$ cat src/rtl/jt12_slot_sched.sv
// Slot counter with op/ch decode for the 24-slot operator rings, plus a two-requester
// write scheduler that holds each accepted write until its slot reaches the ring input.
module jt12_slot_sched #(
    parameter int W      = 7,
    parameter int SLOTS  = 24,
    parameter int OFFSET = 0,
    parameter int RR     = 0
) (
    input  logic         clk,
    input  logic         rst,
    input  logic         clk_en,
    input  logic         req0,
    input  logic [2:0]   ch0,
    input  logic [1:0]   op0,
    input  logic [W-1:0] din0,
    output logic         ack0,
    input  logic         req1,
    input  logic [2:0]   ch1,
    input  logic [1:0]   op1,
    input  logic [W-1:0] din1,
    output logic         ack1,
    output logic [4:0]   cnt,
    output logic [1:0]   cur_op,
    output logic [2:0]   cur_ch,
    output logic         zero,
    output logic         busy,
    output logic         inj_en,
    output logic [W-1:0] inj_data
);

    typedef enum logic {IDLE, WAIT} state_t;

    state_t       state;
    logic [4:0]   tgt;
    logic         ptr;
    logic         pick1;
    logic         can_grant;
    logic [2:0]   sel_ch;
    logic [1:0]   sel_op;
    logic [W-1:0] sel_din;
    logic [4:0]   quo;
    logic [4:0]   rem;

    // Sum can exceed SLOTS (op*6+ch plus offset), so reduce it in a wider domain.
    function automatic logic [4:0] slot_of(input logic [1:0] op, input logic [2:0] ch);
        logic [6:0] sum;
        sum = 7'(op) * 7'd6 + 7'(ch) + 7'(OFFSET);
        return 5'(sum % 7'(SLOTS));
    endfunction

    assign quo    = cnt / 5'd6;
    assign rem    = cnt % 5'd6;
    assign cur_op = quo[1:0];
    assign cur_ch = rem[2:0];
    assign zero   = (cnt == 5'd0);
    assign busy   = (state == WAIT);
    assign inj_en = (state == WAIT) && (cnt == tgt);

    always_ff @(posedge clk) begin
        if (rst)
            cnt <= 5'd0;
        else if (clk_en)
            cnt <= (cnt == 5'(SLOTS - 1)) ? 5'd0 : cnt + 5'd1;
    end

    // The ack cycle blocks a new grant so a requester still holding req there is not served twice.
    always_comb begin
        pick1 = 1'b0;
        if (req1 && !req0)
            pick1 = 1'b1;
        else if (req0 && req1 && (RR != 0) && ptr)
            pick1 = 1'b1;
        can_grant = (state == IDLE) && !ack0 && !ack1 && (req0 || req1);
        sel_ch    = pick1 ? ch1  : ch0;
        sel_op    = pick1 ? op1  : op0;
        sel_din   = pick1 ? din1 : din0;
    end

    always_ff @(posedge clk) begin
        if (rst) begin
            state    <= IDLE;
            ack0     <= 1'b0;
            ack1     <= 1'b0;
            ptr      <= 1'b0;
            inj_data <= '0;
        end else begin
            ack0 <= 1'b0;
            ack1 <= 1'b0;
            case (state)
                IDLE: begin
                    if (can_grant) begin
                        ack0 <= !pick1;
                        ack1 <= pick1;
                        if (RR != 0)
                            ptr <= !pick1;
                        if (sel_ch <= 3'd5) begin
                            inj_data <= sel_din;
                            state    <= WAIT;
                        end
                    end
                end
                WAIT: begin
                    if (clk_en && inj_en)
                        state <= IDLE;
                end
                default: state <= IDLE;
            endcase
        end
    end

    always_ff @(posedge clk) begin
        if (state == IDLE && can_grant)
            tgt <= slot_of(sel_op, sel_ch);
    end

endmodule

$ cat config.mk
export PLATFORM = sky130hd
export DESIGN_NAME = jt12_slot_sched
export DESIGN_NICKNAME = d
export VERILOG_FILES = /design/src/rtl/jt12_slot_sched.sv
export SDC_FILE = /design/constraint.sdc
export NUM_CORES = 1
export LEC_CHECK = 0
export BUFFER_PORTS_ARGS = -buffer_cell sky130_fd_sc_hd__buf_2
export CAP_MARGIN = 30
export CORE_ASPECT_RATIO = 1.5
export CORE_UTILIZATION = 50
export CTS_BUF_LIST = sky130_fd_sc_hd__clkbuf_8 sky130_fd_sc_hd__clkbuf_16
export CTS_CLUSTER_SIZE = 12
export DETAILED_ROUTE_END_ITERATION = 8
export PLACE_DENSITY = 0.92
export SLEW_MARGIN = 20
export SYNTH_ARGS = -nofsm -noshare
export SYNTH_HDL_FRONTEND = slang
export SYNTH_SLANG_ARGS = --single-unit
$ cat constraint.sdc
create_clock -name clk -period 6.8 [get_ports clk]
set_clock_uncertainty 0.05 [all_clocks]
set_input_delay 0.34 -clock clk [delete_from_list [all_inputs] [get_ports clk]]
set_output_delay 0.34 -clock clk [all_outputs]
set_load 0.02 [all_outputs]
==> out/qor.csv <==
stage;metric;value;unit
worst_setup_path;r2r-start;busy;
clock_network;cts.clk_slew.worst_paths;0.07;ns
cells_and_area;area_growth;19.3;%
worst_setup_path;crit_required;6.41;ns
hold_path;whs_endpoint;busy;
worst_setup_path;slowest_stage;dfxtp_1;
floorplan;fp.dieH;65.2;µm
grt;grt_usage;22.5;%
cells_and_area;fin_area;1590;µm²
sta;post-route-period-util;46.1;%
grt;antenna_found_initial;0;
sta;setup_tns;0;ns
sta;finalCriticalPeriod;3.14;ns
worst_setup_path;critPathTopFamily;compound AO/OA/AOI/OAI gates;
floorplan;die_x;44.2;µm
status;violations;DRC;
hold_path;holdPathStages;2;
floorplan;num_rows;22;
sta;hold_viol_final;0;
clock_network;cts_tree;done;
worst_setup_path;cp-start-kind;flop;
cells_and_area;drive_gt1_share;37.4;%
grt;grt_pass1_vias;1139;
clock_network;cts_root_buffer;clkbuf_8;
cells_and_area;final_common_cell;buf_2;
clock_network;clock_sinks;20;
cells_and_area;fin_nets;219;
sta;worst_slew_pin_slew;0.803;ns
routing;drc;5;
cells_and_area;layout_common_cells;50 x buf_2, 15 x dfxtp_1, 12 x a21oi_1;
sta;timing.final.ws_setup;3.66;ns
worst_setup_path;r2r-end;inj_data[3];
logic_synthesis;ys_ff_latch;20;
worst_setup_path;critPathMaxStageDelay;0.50;ns
cells_and_area;n_fill_cell;199;
clock_network;clock_latency;0.26;ns
sta;whs;0.336;ns
sta;maxSlewHeadroom;46.4;%
sta;fmax;319;MHz
placement;place_congestion;0.815;
logic_synthesis;syn_area_per_cell;9.94;µm²
worst_setup_path;worstSetupEndpointType;primary output;
worst_setup_path;cp_cell_sequence;and2b_1, nand2_1, ha_1, a21oi_1, a21oi_1, ha_1, a311oi_1, o221a_2, mux2_2, buf_2;
run;cap_violations;0;
clock_network;post_cts_resized;0;
worst_setup_path;timing.critical_path.arrival;2.75;ns
floorplan;dieArea;2880;µm²
clock_network;clockBufferDepth;2;
worst_setup_path;startpoint;cnt[3];
placement;place_hpwl;2300;µm
worst_setup_path;reg2reg_depth;4;
status;status;finished with violations;
worst_setup_path;r2r_slack;5.19;ns
logic_synthesis;synth.distinct_cells;44;
power_and_ir_drop;ir_worst_vdd;0.000147;V
logic_synthesis;syn-cell-area;1330;µm²
routing;viasPerCell;5.72;
hold_path;hold_class;in -> reg;
cells_and_area;diodes;0;
floorplan;floorplan.initialDensity;53.8;%
sta;rsz0062_at_grt;no;
worst_setup_path;cp_max_fo;9;
placement;dp_slack;3.85;ns
sta;setup_viol;0;
routing;drtIter0Drc;16;
hold_path;hp-start;clk_en;
routing;first_pass_iters;6;
clock_network;cts_hold_buf;0;
power_and_ir_drop;power.density;212;nW/µm²
clock_network;cts_setup_buffers;0;
logic_synthesis;ys_warn_count;0;
routing;num_vias;1162;
floorplan;coreArea;2480;µm²
logic_synthesis;synthArstFlopShare;0;%
logic_synthesis;syn_inst;134;
placement;place_area;1540;µm²
clock_network;numCtsBuffers;3;
grt;grt_max_degree;21;
logic_synthesis;yosysSeqAreaShare;33.8;%
routing;drtAntennaViolNets;0;
grt;grt_pass1_wl;4850;µm
logic_synthesis;synth_fp_nets;173;
grt;grt.overflow.total;0;
logic_synthesis;synth_edf_count;5;
sta;drv_slew;0;
clock_network;cts_max_level;1;
logic_synthesis;ys.flop_type;dfxtp_1;
floorplan;ios;51;
worst_setup_path;path_buf_inv;1;
routing;drt-total-wl;3010;µm
worst_setup_path;crit_type;reg -> out;
routing;post_drt_wl_per_cell;14.8;µm
power_and_ir_drop;power_leakage;0.813;nW
placement;numPortBuffers;50;
==> worst reg2reg max path, cell delays in order (launching register included) <==
cell	delay, ns
dfxtp_1	0.34
or4_4	0.58
clkinv_4	0.16
a21oi_1	0.08
a311oi_1	0.29
==> state kept, by name, indices dropped and copies added (netlist names) <==
signal / count
ack1: 1
ack0: 1
cnt: 5
busy: 1
tgt: 5
inj_data: 7
==> metal layers <==
layer  share of wire [%]  routed length (µm)  track usage, %  up-vias
li1                    -                   -               -      569
met1                  39                1160            22.8      541
met2                  55                1660            43.2       45
met3                 4.1                 122            2.47        7
met4                 2.1                  62            10.6        0
met5                   0                   0               0        -
==> where the power goes <==
group	total (mW)	switching, mW	internal [mW]
combinational	0.0978	0.0571	0.0407
clock	0.0909	0.0394	0.0515
sequential	0.149	0.0102	0.138
total	0.337	0.107	0.231
==> cells by family (layout without fill, tap and decap cells) <==
| group | Yosys count | after routing | synth area share, % |
|---|---|---|---|
| xor gates and xnor gates | 9 | 9 | 5.92 |
| adders and majority gates | 10 | 10 | 9.95 |
| and+or+nand+nor | 32 | 32 | 13.5 |
| buffers and inverters | 21 | 66 | 9.58 |
| AOI/OAI and AO/OA | 28 | 28 | 16.2 |
| muxes | 14 | 14 | 11.0 |
| DFF | 20 | 20 | 33.8 |
==> worst max-delay path by stage <==
stage | end | slack [ns] | cells past startpoint
after floorplan | cur_ch[2] | 4.17 | 10
after global placement | tgt[4] | 3.96 | 7
after global routing | cur_ch[2] | 3.47 | 10
after CTS | cur_ch[2] | 3.66 | 10
after detailed placement | tgt[4] | 3.85 | 10
final | cur_ch[2] | 3.66 | 10
==> through the flow <==
| step | utilization (%) | instances | total power, mW |
|---|---|---|---|
| 2_1_floorplan | - | 134 | 0.223 |
| 3_3_place_gp | 62.0 | 199 | 0.241 |
| 3_5_place_dp | 62.0 | 199 | 0.248 |
| 4_1_cts | 64.2 | 203 | 0.336 |
| 5_1_grt | 64.2 | 203 | 0.353 |
| 6_report | 64.2 | 203 | 0.337 |
==> cell usage after synthesis, drive strengths merged, types with 2 or more instances <==
master / count / area share [%]
nand2b: 4 / 1.9
a21oi: 13 / 5.2
nor2: 9 / 2.5
clkbuf: 2 / 1.3
ha: 9 / 8.5
inv: 11 / 3.1
edfxtp: 5 / 11
nand2: 5 / 1.4
xnor2: 4 / 2.6
dfxtp: 15 / 23
a31oi: 2 / 2.1
a311oi: 8 / 5.7
mux2: 5 / 4.2
nor3: 2 / 0.75
buf: 7 / 4.5
xor2: 5 / 3.3
mux2i: 9 / 6.8
==> final cells by class <==
class	count	area, µm²	area share (%)
timing repair buffer	50	250	15.7
sequential	20	450	28.3
multi-input combinational	93	754	47.4
inverter	12	50.0	3.15
tap	24	30.0	1.89
clock buffer	4	55.1	3.46
Note: power is estimated with default switching activity, not from simulation.
